<file path="config.mk">
export PLATFORM = sky130hd
export DESIGN_NAME = uart_tx_ctrl
export DESIGN_NICKNAME = d
export VERILOG_FILES = /design/src/rtl/uart_tx_pkg.sv /design/src/rtl/uart_parity_calc.sv /design/src/rtl/uart_tx_ctrl.sv
export SDC_FILE = /design/constraint.sdc
export NUM_CORES = 1
export LEC_CHECK = 0
export CAP_MARGIN = 10
export CORE_MARGIN = 2
export CORE_UTILIZATION = 54
export CTS_CLUSTER_DIAMETER = 30
export DETAILED_ROUTE_END_ITERATION = 10
export HOLD_SLACK_MARGIN = 0.06
export MAX_ROUTING_LAYER = met4
export PLACE_DENSITY_LB_ADDON = 0.3
export SYNTH_ARGS = -nofsm -noshare
export SYNTH_HDL_FRONTEND = slang
export SYNTH_HIERARCHICAL = 1
export SYNTH_SLANG_ARGS = --single-unit
</file>
<file path="constraint.sdc">
create_clock -name clk -period 3.26 [get_ports clk]
set_input_delay 0.652 -clock clk [delete_from_list [all_inputs] [get_ports clk]]
set_output_delay 0.652 -clock clk [all_outputs]
set_load 0.005 [all_outputs]
</file>
<file path="src/rtl/uart_tx_pkg.sv">
// Shared types and constants for the UART transmit frame controller.
package uart_tx_pkg;

   typedef enum logic [2:0] {
      IDLE   = 3'd0,
      START  = 3'd1,
      DATA   = 3'd2,
      PARITY = 3'd3,
      STOP   = 3'd4,
      STOP2  = 3'd5
   } state_e;

   // Select codes for the downstream 4:1 line multiplexer
   localparam logic [1:0] SEL_START = 2'b00;
   localparam logic [1:0] SEL_STOP  = 2'b01;
   localparam logic [1:0] SEL_DATA  = 2'b10;
   localparam logic [1:0] SEL_PAR   = 2'b11;

   localparam logic PAR_EVEN = 1'b0;
   localparam logic PAR_ODD  = 1'b1;

endpackage

</file>
<file path="src/rtl/uart_parity_calc.sv">
// Combinational frame parity: XOR-reduce of the payload, inverted for odd parity.
module uart_parity_calc
   import uart_tx_pkg::*;
#(
   parameter int DATA_WIDTH = 8
) (
   input  logic [DATA_WIDTH-1:0] data_i,
   input  logic                  par_typ_i,
   output logic                  par_o
);

   assign par_o = (par_typ_i == PAR_ODD) ? ~(^data_i) : (^data_i);

endmodule

</file>
<file path="src/rtl/uart_tx_ctrl.sv">
// UART transmit frame controller: start, LSB-first data, optional parity, stop.
// Define UART_TX_TWO_STOP_EN to append a second stop bit (STOP2) to every frame.
module uart_tx_ctrl
   import uart_tx_pkg::*;
#(
   parameter int DATA_WIDTH = 8
) (
   input  logic                  clk,
   input  logic                  rst_n,
   input  logic [DATA_WIDTH-1:0] p_data,
   input  logic                  data_valid,
   input  logic                  par_en,
   input  logic                  par_typ,
   output logic [1:0]            mux_sel,
   output logic                  ser_data,
   output logic                  par_bit,
   output logic                  busy
);

   localparam int               CNT_W    = $clog2(DATA_WIDTH);
   localparam logic [CNT_W-1:0] CNT_LAST = CNT_W'(DATA_WIDTH - 1);

   // The last stop state is the only mid-frame point where a new payload may be taken
`ifdef UART_TX_TWO_STOP_EN
   localparam state_e LAST_STOP = STOP2;
`else
   localparam state_e LAST_STOP = STOP;
`endif

   state_e                state_q, state_d;
   logic [DATA_WIDTH-1:0] shift_q, shift_d;
   logic [CNT_W-1:0]      cnt_q, cnt_d;
   logic                  par_en_q, par_en_d;
   logic                  ser_data_q, ser_data_d;
   logic                  par_bit_q, par_bit_d;
   logic                  accept;
   logic                  par_calc;

   uart_parity_calc #(
      .DATA_WIDTH (DATA_WIDTH)
   ) u_parity (
      .data_i    (p_data),
      .par_typ_i (par_typ),
      .par_o     (par_calc)
   );

   always_comb begin
      accept = 1'b0;
      if ((state_q == IDLE) || (state_q == LAST_STOP)) begin
         accept = data_valid;
      end
   end

   always_ff @(posedge clk or negedge rst_n) begin
      if (!rst_n) begin
         state_q <= IDLE;
      end else begin
         state_q <= state_d;
      end
   end

   always_comb begin
      state_d = state_q;
      case (state_q)
         IDLE:    if (accept) state_d = START;
         START:   state_d = DATA;
         DATA:    if (cnt_q == CNT_LAST) state_d = par_en_q ? PARITY : STOP;
         PARITY:  state_d = STOP;
`ifdef UART_TX_TWO_STOP_EN
         STOP:    state_d = STOP2;
`else
         STOP:    state_d = accept ? START : IDLE;
`endif
         STOP2:   state_d = accept ? START : IDLE;
         default: state_d = IDLE;
      endcase
   end

   always_comb begin
      mux_sel = SEL_STOP;
      busy    = 1'b1;
      case (state_q)
         IDLE:    busy    = 1'b0;
         START:   mux_sel = SEL_START;
         DATA:    mux_sel = SEL_DATA;
         PARITY:  mux_sel = SEL_PAR;
         default: mux_sel = SEL_STOP;
      endcase
   end

   // ser_data is loaded one edge ahead so it already holds bit n during the n-th DATA cycle
   always_comb begin
      shift_d    = shift_q;
      cnt_d      = cnt_q;
      par_en_d   = par_en_q;
      par_bit_d  = par_bit_q;
      ser_data_d = 1'b0;
      if (accept) begin
         shift_d   = p_data;
         par_en_d  = par_en;
         par_bit_d = par_calc;
         cnt_d     = '0;
      end else if ((state_q == START) || (state_q == DATA)) begin
         shift_d = shift_q >> 1;
         if (state_d == DATA) begin
            ser_data_d = shift_q[0];
         end
         if (state_q == START) begin
            cnt_d = '0;
         end else if (cnt_q != CNT_LAST) begin
            cnt_d = cnt_q + CNT_W'(1);
         end
      end
   end

   always_ff @(posedge clk or negedge rst_n) begin
      if (!rst_n) begin
         shift_q    <= '0;
         cnt_q      <= '0;
         par_en_q   <= 1'b0;
         ser_data_q <= 1'b0;
         par_bit_q  <= 1'b0;
      end else begin
         shift_q    <= shift_d;
         cnt_q      <= cnt_d;
         par_en_q   <= par_en_d;
         ser_data_q <= ser_data_d;
         par_bit_q  <= par_bit_d;
      end
   end

   assign ser_data = ser_data_q;
   assign par_bit  = par_bit_q;

endmodule

</file>
# Yosys cells after proc, flatten, opt, wreduce, memory -nomap -nowiden
# Index checks and enable logic that the tools add are counted.
dict set report classes {
  add_sub_neg 1
  eq_ne 8
  mux 18
  bitwise 1
  reduce_logical 8
}
# operator count
set ops {}
lappend ops {{2-to-1 mux 3 bit} 7}
lappend ops {{2-to-1 mux 8 bit} 2}
lappend ops {{case mux 3 bit (5 select lines)} 1}
lappend ops {{== test 3 x 2 -> 1 bit, second input constant} 3}
lappend ops {{== test 3 bit, second input constant} 3}
lappend ops {{XOR reduction 8 bit} 1}
lappend ops {{2-to-1 mux 1 bit} 7}
lappend ops {{case mux 2 bit (3 select lines)} 1}
lappend ops {{adder 3 x 1 -> 3 bit, second input constant} 1}
lappend ops {{== test 3 x 1 -> 1 bit, second input constant} 1}
lappend ops {{zero test 3 bit} 1}
lappend ops {{!= test 3 bit, second input constant} 1}
lappend ops {{nonzero test 3 bit} 1}
lappend ops {{logical OR 1 bit} 2}
lappend ops {{AND reduction 2 bit} 1}
lappend ops {{nonzero test 2 bit} 1}
lappend ops {{OR reduction 2 bit} 1}
lappend ops {{NOT 1 bit} 1}
dict set report word_totals {
  register_bits 17
  in_bits 13
  out_inout_bits 5
}

# Longest topological paths before layout
dict set report depth {
  word_depth 9
  ltp_mapped 5
}

# By module
# Netlist, hierarchy kept.
# module instances cells_per_inst area_each_um2 seq_area_each_um2
set by_module_without_submodules {}
lappend by_module_without_submodules {uart_tx_ctrl 1 89 897.1 425.4}
lappend by_module_without_submodules {uart_parity_calc 1 7 82.6 0.0}

# Worst setup path after synthesis
# OpenSTA, ideal clock, no wires.
dict set report synth_timing {
  path_kind {register to output}
  startpoint {reg state_q[0]}
  endpoint {out mux_sel[0]}
  arrival_time_ns 1.027
  t_required_ns 2.608
  path_slack_ns 1.581
  stages_incl_launch_ff 5
  n_path_buf 1
  path_cell_list {dfrtp_1 -> xor2_2 -> nor2b_1 -> buf_4 -> inv_1}
}
dict set report synth_via {
  elab_chain_len 2
  elab_cells_between_ends 4
  cone_classes {3 x eq/ne; 1 x mux}
}
# element line_no
set synth_rtl {}
lappend synth_rtl {{from (decl)} uart_tx_ctrl.sv:30} ;# state_e state_q, state_d;
lappend synth_rtl {{from (signal assigned)} uart_tx_ctrl.sv:58} ;# state_q <= state_d;
lappend synth_rtl {{== test 3 x 2 -> 1 bit or == test 3 x 1 -> 1 bit (tied branches)} uart_tx_ctrl.sv:82} ;# case (state_q)
lappend synth_rtl {{case mux 2 bit (3 select lines) *} uart_tx_ctrl.sv:82}
lappend synth_rtl {{to (decl)} uart_tx_ctrl.sv:14} ;# output logic [1:0] mux_sel,
# Mark *: on every way between the ends. The rest lies on a longest branch, timed or not.

# Worst setup path after layout
# Ends and elaborated chain as after synthesis.

==> key figures <==
Status
  • Outcome: completed

Clocking
  • Clock Latency Late Sink: 290 ps
  • Cts hold-fix bufs: 0
  • CTS clk-pin slew, worst paths: 100 ps
  • CTS Buf Count: 3
  • Post-CTS Setup Bufs: 0
  • CTS tree: yes
  • Clock Sinks: 17
  • Clk Tree Root Cell: clkbuf_4
  • Max Root-Sink Buffers: 2
  • # H-tree levels: 1
  • Post-cts repair resize count: 0

Routing
  • DRT iter0 DRCs: 18
  • 1st-pass router iterations: 4
  • DRT antenna net count: 0
  • Vias per cell: 5.14
  • WL per Instance: 13.0 um
  • WL final: 1800 um
  • Vias: 710
  • DRC violations left: 0

Power
  • Pwr Total: 0.000938 W
  • Sequential Power Share: 41.0%
  • Comb power frac: 47.0%
  • Leakage: 0.514 nW
  • Cell-internal power: 0.000588 W
  • Clock power frac: 12.0%
  • Sw Share: 37.3%
  • Sw Pwr: 0.000350 W
  • Worst vdd ir: 0.424 mV
  • Pwr dens: 798 nW/um2

Timing
  • Crit share post-route: 78.8%
  • Crit path time final: 2570 ps
  • Clock Skews: 3.01 ps
  • Hold Violations, Final: 0
  • Worst-Margin Slew: 749 ps
  • Fmax: 389 MHz
  • Relative max-transition margin: 49.9%
  • Max-slew violations: 0
  • Setup TNS: 0 ps
  • Unrepaired setup endpoints after global routing: no
  • Setup violators final: 0

Min path
  • Hold_sp: par_bit
  • Worst min path class: flop to flop

Floorplan
  • Die width: 46.6 um
  • Ports: 18
  • Cell Rows: 15
  • Core Footprint: 1710 um2
  • Initial Utilization: 57.4%
  • Die height: 46.6 um
  • Total die area: 2170 um2

Cells and area
  • Area delta synth->final: 19.9%
  • Fin util: 68.8%
  • Diodes inserted: 0
  • Nets: 129
  • Share of layout cells above drive strength 1: 7.96%
  • FILL cells: 133

Critical path
  • Crit. Startpoint: state_q[0]
  • Data arrival time of the worst path: 1920 ps
  • WS Path Type: flop to output port
  • CP Capture Type: output port
  • Worst Path Max Fanout: 11
  • CP startpoint kind: flop
  • CP Data Required Time: 2610 ps
  • Critical R2R Launch: cnt_q[0]

Logic synthesis
  • Mapped Nets: 111
  • Yosys top cell by area: dfrtp_1
  • Cell Area, Synth: 980 um2
  • Warnings, synthesis: 6
  • Distinct cells, synth: 29
  • Syn_area_per_cell: 10.2 um2
  • Synth top area cells: dfrtp_1 43%, nand2_1 8.4%, nand3b_1 5.4%
  • Share of the synthesized area in the top cell type: 43.4%
  • Syn Inst Count: 96
  • Register area share after synthesis: 43.4%
  • Seq cells post-synth: 17

Global routing
  • Vias in the first global route: 690
  • GRT overflow: 0
  • GRT Total Usage: 21.3%
  • Largest net degree at the start of global routing: 18
  • Initial antenna violation count: 0
  • First-pass GRT wire length: 3060 um

Placement
  • PortBufs: 17
  • RD Place Congestion: 0.740
  • DP HPWL: 1370 um

Job
  • Max-Cap Viols: 0
## worst paths after layout
kind                               to  slack [ps]  cells after the start
max in group asynchronous  shift_q[1]        2000                      1
setup reg to reg             cnt_q[1]        1620                      5
hold / removal                par_bit         500                      2
hold reg to reg               par_bit         500                      2
setup / recovery           mux_sel[0]         690                      4
min in group asynchronous  shift_q[3]         800                      1
## layout make-up
class                           instances  area (um2)  area share (%)
Clock buffer                            3        22.5            1.92
Clock inverter                          1        5.00           0.426
Inverter                                2        7.51           0.639
Multi-Input combinational cell         72         505            43.0
Sequential cell                        17         425            36.2
Tap cell                               25        31.3            2.66
Timing Repair Buffer                   18         178            15.1
## flip-flops by register name (all words and copies together) (netlist names)
name      cells
cnt_q         3
par_bit       1
par_en_q      1
ser_data      1
shift_q       8
state_q       3
## cells by family (layout without fill, tap and decap cells)
family,after synthesis,in the layout,share of synthesized area (%)
buffers and inverters,7,24,4.98
adders and majority gates,2,2,2.55
DFF,17,17,43.4
xor gates and xnor gates,9,9,11.0
muxes,2,2,2.04
AOI/OAI and AO/OA,12,12,8.17
and+or+nand+nor,47,47,27.8
## placed cells by master, fill, tap and decap left out, drive strengths merged, types with 2 or more instances in the layout
cell type	n
nand2	22
dfrtp	17
clkdlybuf4s50	17
nand3b	7
o211ai	7
xnor2	6
nor2	4
nand2b	3
a21oi	3
clkbuf	3
inv	2
nor2b	2
and2b	2
mux2i	2
ha	2
xor2	2
nor4b	2
## cell usage after synthesis (all sizes together)
cell / number
nand2: 22
dfrtp: 17
nand3b: 7
o211ai: 7
xnor2: 6
buf: 4
nor2: 4
a21oi: 3
nand2b: 3
and2b: 2
ha: 2
inv: 2
mux2i: 2
nor2b: 2
nor4b: 2
xor2: 2
a21boi: 1
clkbuf: 1
nand4b: 1
nor3b: 1
o21ai: 1
or2b: 1
or3: 1
or3b: 1
xnor3: 1
## through the flow
step,cells,area [um2],setup WS (ps),hold slack (ps)
final,138,1170,692,503
after global routing,138,1170,568,535
after CTS,138,1170,694,503
after detailed placement,134,1150,1020,473
after global placement,134,1150,1060,471
after floorplan,96,980,1580,356
## power by group through the flow
stage,Sequential (W),Combinational (W),Clock [W]
after detailed placement,0.000390,0.000442,0
after CTS,0.000385,0.000446,0.000115
after floorplan,0.000349,0.000348,0
after global placement,0.000382,0.000431,0
after global routing,0.000398,0.000497,0.000124
final,0.000384,0.000441,0.000112
## metal layers
metal,track usage (%),vias up,routed length [um]
met4,6.86,0,19
met5,-,-,0
met1,27.5,339,860
li1,-,354,-
met3,4.71,2,81
met2,33.1,15,836
## worst max-delay path: stages (launching register included)
cell and delay (ps):
dfrtp_1 600, xor2_2 340, nor2b_1 210, inv_1 50, clkdlybuf4s50_1 430
Power figures use the tool's default switching activity.
